## src/rtl/lb_fifo_regs.sv

```systemverilog
// lb_fifo_regs
// Local-bus register slave with a CPU-fed TX FIFO that drains to a
// valid/ready stream, and a stream-fed RX FIFO that the CPU pops by reading.
//
// Ports:
//   clk, rst        clock; asynchronous active-low reset
//   wready          write ready, 1 whenever out of reset
//   waddr/wdata/wen/wstrb   local-bus write (accepted on wen & wready)
//   raddr/ren       local-bus read request (held by the bridge until rvalid)
//   rdata/rvalid    registered read response, rvalid is a one-cycle pulse
//   tx_tdata/tx_tvalid/tx_tready   TX stream out (head of TX FIFO)
//   rx_tdata/rx_tvalid/rx_tready   RX stream in (tail of RX FIFO)
//
// Register map (byte addresses, full compare):
//   0x0 CTRL   [0] TX_EN, [1] TX_FLUSH (W1, reads 0), [2] RX_FLUSH (W1, reads 0)
//   0x4 TXDATA write pushes wdata into the TX FIFO
//   0x8 RXDATA read pops the RX FIFO head
//   0xC STATUS [0] TX_FULL [1] TX_EMPTY [2] RX_FULL [3] RX_EMPTY
//              [4] TX_OVF [5] RX_UNF (sticky, W1C) [23:16] TX_CNT [31:24] RX_CNT
module lb_fifo_regs #(
    parameter int ADDR_W = 16,
    parameter int DEPTH  = 8
) (
    input  logic              clk,
    input  logic              rst,
    output logic              wready,
    input  logic [ADDR_W-1:0] waddr,
    input  logic [31:0]       wdata,
    input  logic              wen,
    input  logic [3:0]        wstrb,
    input  logic [ADDR_W-1:0] raddr,
    input  logic              ren,
    output logic [31:0]       rdata,
    output logic              rvalid,
    output logic [31:0]       tx_tdata,
    output logic              tx_tvalid,
    input  logic              tx_tready,
    input  logic [31:0]       rx_tdata,
    input  logic              rx_tvalid,
    output logic              rx_tready
);

    localparam int               PTR_W       = $clog2(DEPTH);
    localparam logic [7:0]       DEPTH_CNT   = 8'(DEPTH);
    localparam logic [ADDR_W-1:0] ADDR_CTRL   = ADDR_W'(32'h0);
    localparam logic [ADDR_W-1:0] ADDR_TXDATA = ADDR_W'(32'h4);
    localparam logic [ADDR_W-1:0] ADDR_RXDATA = ADDR_W'(32'h8);
    localparam logic [ADDR_W-1:0] ADDR_STATUS = ADDR_W'(32'hC);

    logic             active;
    logic             tx_en;
    logic             tx_ovf;
    logic             rx_unf;

    logic [31:0]      tx_mem [DEPTH];
    logic [31:0]      rx_mem [DEPTH];
    logic [PTR_W-1:0] tx_wr_ptr, tx_rd_ptr;
    logic [PTR_W-1:0] rx_wr_ptr, rx_rd_ptr;
    logic [7:0]       tx_cnt, rx_cnt;

    logic tx_full, tx_empty, rx_full, rx_empty;
    logic wr_fire, ctrl_wr, status_wr;
    logic tx_flush, rx_flush;
    logic tx_push_req, tx_push, tx_pop, tx_ovf_set;
    logic rx_push, rx_pop, rx_unf_set;
    logic rd_accept, rd_rxdata;
    logic [31:0] status_word;
    logic [31:0] rd_word;

    // Flags come from the registered counts only, so a same-cycle pop never
    // makes room for a same-cycle push.
    assign tx_full  = (tx_cnt == DEPTH_CNT);
    assign tx_empty = (tx_cnt == 8'd0);
    assign rx_full  = (rx_cnt == DEPTH_CNT);
    assign rx_empty = (rx_cnt == 8'd0);

    assign wready    = active;
    assign wr_fire   = wen & wready;
    assign ctrl_wr   = wr_fire & (waddr == ADDR_CTRL) & wstrb[0];
    assign status_wr = wr_fire & (waddr == ADDR_STATUS) & wstrb[0];
    assign tx_flush  = ctrl_wr & wdata[1];
    assign rx_flush  = ctrl_wr & wdata[2];

    assign tx_push_req = wr_fire & (waddr == ADDR_TXDATA) & (|wstrb);
    assign tx_push     = tx_push_req & ~tx_full;
    assign tx_ovf_set  = tx_push_req & tx_full;
    assign tx_tvalid   = tx_en & ~tx_empty;
    assign tx_tdata    = tx_mem[tx_rd_ptr];
    assign tx_pop      = tx_tvalid & tx_tready;

    // A read is taken only while no response is outstanding, which keeps a
    // held ren from popping twice.
    assign rd_accept  = ren & ~rvalid;
    assign rd_rxdata  = rd_accept & (raddr == ADDR_RXDATA);
    assign rx_pop     = rd_rxdata & ~rx_empty;
    assign rx_unf_set = rd_rxdata & rx_empty;
    assign rx_tready  = active & ~rx_full;
    assign rx_push    = rx_tvalid & rx_tready;

    assign status_word = {rx_cnt, tx_cnt, 10'h0, rx_unf, tx_ovf,
                          rx_empty, rx_full, tx_empty, tx_full};

    // Read data mux; unmapped and write-only addresses read as zero.
    always_comb begin
        rd_word = 32'h0;
        if (raddr == ADDR_RXDATA) begin
            rd_word = rx_empty ? 32'h0 : rx_mem[rx_rd_ptr];
        end else if (raddr == ADDR_CTRL) begin
            rd_word = {31'h0, tx_en};
        end else if (raddr == ADDR_STATUS) begin
            rd_word = status_word;
        end
    end

    // Control and sticky flags. A set in the same cycle as a clear wins.
    always_ff @(posedge clk or negedge rst) begin
        if (!rst) begin
            active <= 1'b0;
            tx_en  <= 1'b0;
            tx_ovf <= 1'b0;
            rx_unf <= 1'b0;
        end else begin
            active <= 1'b1;
            if (ctrl_wr) begin
                tx_en <= wdata[0];
            end
            tx_ovf <= (tx_ovf & ~(status_wr & wdata[4])) | tx_ovf_set;
            rx_unf <= (rx_unf & ~(status_wr & wdata[5])) | rx_unf_set;
        end
    end

    // TX FIFO pointers and count; a flush overrides any push or pop.
    always_ff @(posedge clk or negedge rst) begin
        if (!rst) begin
            tx_wr_ptr <= '0;
            tx_rd_ptr <= '0;
            tx_cnt    <= 8'd0;
        end else if (tx_flush) begin
            tx_wr_ptr <= '0;
            tx_rd_ptr <= '0;
            tx_cnt    <= 8'd0;
        end else begin
            if (tx_push) begin
                tx_wr_ptr <= tx_wr_ptr + PTR_W'(1);
            end
            if (tx_pop) begin
                tx_rd_ptr <= tx_rd_ptr + PTR_W'(1);
            end
            tx_cnt <= tx_cnt + 8'(tx_push) - 8'(tx_pop);
        end
    end

    // RX FIFO pointers and count; a flush overrides any push or pop.
    always_ff @(posedge clk or negedge rst) begin
        if (!rst) begin
            rx_wr_ptr <= '0;
            rx_rd_ptr <= '0;
            rx_cnt    <= 8'd0;
        end else if (rx_flush) begin
            rx_wr_ptr <= '0;
            rx_rd_ptr <= '0;
            rx_cnt    <= 8'd0;
        end else begin
            if (rx_push) begin
                rx_wr_ptr <= rx_wr_ptr + PTR_W'(1);
            end
            if (rx_pop) begin
                rx_rd_ptr <= rx_rd_ptr + PTR_W'(1);
            end
            rx_cnt <= rx_cnt + 8'(rx_push) - 8'(rx_pop);
        end
    end

    // FIFO storage needs no reset; a write landing during a flush is
    // unreachable because the pointers restart at zero.
    always_ff @(posedge clk) begin
        if (tx_push) begin
            tx_mem[tx_wr_ptr] <= wdata;
        end
        if (rx_push) begin
            rx_mem[rx_wr_ptr] <= rx_tdata;
        end
    end

    // Registered read response, produced one edge after acceptance.
    always_ff @(posedge clk or negedge rst) begin
        if (!rst) begin
            rvalid <= 1'b0;
            rdata  <= 32'h0;
        end else begin
            rvalid <= rd_accept;
            if (rd_accept) begin
                rdata <= rd_word;
            end
        end
    end

endmodule

```

## config.mk

```make
export PLATFORM = sky130hd
export DESIGN_NAME = lb_fifo_regs
export DESIGN_NICKNAME = d
export VERILOG_FILES = /design/src/rtl/lb_fifo_regs.sv
export SDC_FILE = /design/constraint.sdc
export NUM_CORES = 1
export LEC_CHECK = 0
export ABC_AREA = 1
export BUFFER_PORTS_ARGS = -buffer_cell sky130_fd_sc_hd__buf_2
export CELL_PAD_IN_SITES_DETAIL_PLACEMENT = 0
export CELL_PAD_IN_SITES_GLOBAL_PLACEMENT = 1
export CORE_MARGIN = 2
export CORE_UTILIZATION = 50
export DETAILED_ROUTE_END_ITERATION = 12
export PLACE_DENSITY = 0.82
export RECOVER_POWER = 100
export SETUP_SLACK_MARGIN = 0.02
export SYNTH_ARGS = -nofsm -noshare
export SYNTH_HDL_FRONTEND = slang
export SYNTH_SLANG_ARGS = --single-unit
```

## constraint.sdc

```tcl
create_clock -name clk -period 12.25 [get_ports clk]
set_input_delay 2.45 -clock clk [delete_from_list [all_inputs] [get_ports clk]]
set_output_delay 2.45 -clock clk [all_outputs]
set_load 0.05 [all_outputs]
```

==> summary.md <==
| Metric | Value |
|---|---|
| Chip width | 222 µm |
| EDFF count, synth | 512 |
| Worst Setup SP | tx_rd_ptr[0]$_DFFE_PN0P_ |
| Wire length per cell | 20.0 µm |
| YS warnings | 0 |
| Clock slew at reported path FFs | about 60 ps |
| Total wire length | approximately 56 mm |
| Pins Over Slew Limit | 879 |
| Worst setup path endpoint | tx_tdata[15] |
| Leak | 9.83 nW |
| # fillers | approximately 4k |
| GPL Wtd Cong | 0.810 |
| Sink Count | 577 |
| Setup TNS Final | 0 ps |
| Post-synth top area share | approximately 65% |
| Gr ovfl total | 0 |
| Data required, critical path | 9800 ps |
| Vias in the first global route | roughly 16k |
| Share of cells above drive strength 1 | 7.87% |
| Unique masters post-synth | 40 |
| Final ANT Viol Nets | 0 |
| CP max FO | 108 |
| Net count after synthesis | between 2k and 2.5k |
| Postcts setup bufs | 0 |
| Remaining DRCs | 0 |
| Uppermost layer routed | met5 |
| Failing checks | max-capacitance violations, max-slew violations |
| Drt first pass iters | 5 |
| Final period utilization | 69.6% |
| H-Tree Depth | 2 |
| Post-DP HPWL | 32.1 mm |
| Vias after detailed routing | 15.6k |
| Final setup fails | 0 |
| Status | complete, but fails checks |
| Core area | 46800 µm² |
| Max frequency | about 120 MHz |
| Prevailing post-synth register cell | edfxtp_1 |
| Synth cell count leaders | 512 x edfxtp_1, 383 x nand2_1, 381 x nor2_1 |
| Max_slew headroom | -225% |
| Global Route Usage Sum | 23.0% |
| Max incr delay on CP | 3440 ps |
| IO Count | ~170 |
| Hold Crit Class | flop to flop |
| Hold Vio Cnt, Final | 0 |
| Crit. End Element | primary output |
| Cell count after synthesis | 2019 |
| Starting density of the core | 50.9% |
| Hold_ws | 481 ps |
| Synth Register Bits | about 580 |
| Worst reg2reg path endpoint | rdata[3]$_DFFE_PN0P_ |
| Register area share after synthesis | 71.5% |
| Max-cap violations | 22 |
| Power Dens Cells | 163 nW/µm² |
| Worst reg2reg path startpoint | rx_rd_ptr[0]$_DFFE_PN0P_ |
| Least-Margin Pin Slew | 4870 ps |
| Most area-hungry cell type in the Yosys netlist | edfxtp_1 |
| Synth area leaders | edfxtp_1 65%, dfrtp_1 6.8%, nand2_1 6.0% |
| Wl on met1 | 23.2 mm |
| Critical-path top delay cell | clkbuf_1 |
| CP startpoint kind | flop |
| Met2 wire len | 28.0 mm |
| Syn Std Cell Area | 23800 µm² |
| Wire length on met3 | 3.69 mm |
| Die Area | 49300 µm² |
| Initial antenna violation count | 3 |
| Worst-Skew Late Latency | just over 600 ps |
| Reg2Reg Depth | 8 |
| Clock buffer depth | 3 |
| CTS Buf Count | 59 |
| Largest net degree at the start of global routing | 123 |
| Reg-to-reg slack, setup | 5040 ps |
| Initial DRC Count | 1126 |
| Area Overhead vs Synth | 12.5% |
| RSZ-0062 raised after global routing | false |
| Post-synthesis async set-or-reset flop share | 11.3% |
| Hold buffers post-CTS | 0 |
| Fin Clk Skew | about 24 ps |
| Die height | 222 µm |
| Critical path class | flop to primary output |
| NumNets Final | between 2k and 2.5k |
| PortBufs | 173 |
| VDD IR max | ~140 µV |
| Cell Rows | 79 |
| Avg Vias per Cell | between 5 and 6 |
| CP cell instances | clkinv_2 -> clkbuf_1 -> nor2_1 -> o32ai_1 -> nand2_1 -> nand2_1 -> clkbuf_1 |
| Final min period | 8530 ps |
| First-pass GRT wire length | 87.1 mm |
| Syn avg cell area | 11.8 µm² |
| CTS Root Cell | clkbuf_16 |
| Post_cts resized | 0 |
| CTS tree | built |
| Most common cell in the netlist | edfxtp_1 |
| Arrival time worst endpoint | 6080 ps |
cells by family (layout without fill, tap and decap cells):
logic type / Yosys count / count (layout) / synth area share (%)
other: 1 / 2 / 0.0158
xor gates and xnor gates: 7 / 7 / 0.258
and+or+nand+nor: 869 / 869 / 14.6
buffers and inverters: 212 / 416 / 3.75
muxes: 1 / 1 / 0.0474
DFF: 577 / 577 / 71.5
adders and majority gates: 30 / 30 / 1.64
AOI/OAI and AO/OA: 322 / 322 / 8.16
critical path, delay by kind of cell, from the launching register on:
kind                   cells  cell delay [ps]
buffers and inverters      3             4190
DFF                        1              520
AOI/OAI and AO/OA          1              410
and+or+nand+nor            3              310
state kept, by name (all words and copies together) (netlist names):
signal / cells
rx_mem: 256
tx_mem: 256
rdata: 32
rx_cnt: 8
tx_cnt: 8
rx_rd_ptr: 3
rx_wr_ptr: 3
tx_rd_ptr: 3
tx_wr_ptr: 3
rvalid: 1
rx_unf: 1
tx_en: 1
tx_ovf: 1
wready: 1
per-stage QoR:
stage               area [µm²]  util (%)  cells  power, mW  worst slack (ps)
finish                   26700      57.2   2831       4.36              3720
CTS                      27100      57.9   2830       4.40              6490
floorplan                23800         -   2019       2.56              6370
detailed placement       25200      54.0   2721       2.69              6810
global placement         25200      54.0   2721       2.68              6890
global route             26700      57.2   2831       4.52              3150
power breakdown:
group | internal (mW) | leakage [nW] | switching, mW
sequential | 2.23 | 5.44 | 0.0347
combinational | 0.128 | 3.49 | 0.257
clock | 0.982 | 0.898 | 0.728
worst min-delay path by stage:
stage / depth (start not counted) / endpoint / slack (ps) / start
3_3_place_gp: 2 / rdata[6]$_DFFE_PN0P_ / 470 / rdata[6]$_DFFE_PN0P_
6_report: 2 / rdata[6]$_DFFE_PN0P_ / 480 / rdata[6]$_DFFE_PN0P_
4_1_cts: 2 / rdata[15]$_DFFE_PN0P_ / 490 / rdata[15]$_DFFE_PN0P_
2_1_floorplan: 2 / rdata[4]$_DFFE_PN0P_ / 460 / tx_ovf$_DFF_PN0_
3_5_place_dp: 2 / rdata[6]$_DFFE_PN0P_ / 460 / rdata[6]$_DFFE_PN0P_
5_1_grt: 2 / rdata[15]$_DFFE_PN0P_ / 500 / rdata[15]$_DFFE_PN0P_
per-layer routing:
metal  global-route usage [%]  up-vias
met4                     8.17        4
met3                     4.61      110
met1                     29.1     7590
met2                     39.4      480
li1                         -     7385
met5                        0        -
layout by cell type (no fill, tap or decap), types with 3 or more instances in the layout:
cell type and count:
xor2_1 5, clkinv_1 11, buf_2 54, edfxtp_1 512, nand3_1 67, nor2_4 6, dfrtp_1 63, nand2_2 11
nor3_1 8, clkinvlp_4 3, ha_1 28, buf_4 6, or2_2 4, o22ai_1 56, nand2_1 383, nor2_1 380
o32ai_1 64, a21oi_1 10, clkbuf_1 157, bufinv_16 4, clkinv_2 13, clkbuf_16 59, o21ai_0 184, inv_1 101
nand4_1 4, a31oi_1 3
layout make-up:
cell class / count / area (µm²) / share of cell area, %
Inverter: 107 / 404 / 1.51
Clock inverter: 31 / 278 / 1.04
Clock buffer: 78 / 1570 / 5.86
Sequential cell: 577 / 17000 / 63.6
Tap cell: 607 / 759 / 2.84
Multi-Input combinational cell: 1230 / 5890 / 22.0
Antenna cell: 1 / 2.50 / 0.00936
Timing Repair Buffer: 200 / 841 / 3.14
Note: power is estimated with default switching activity, not from simulation.
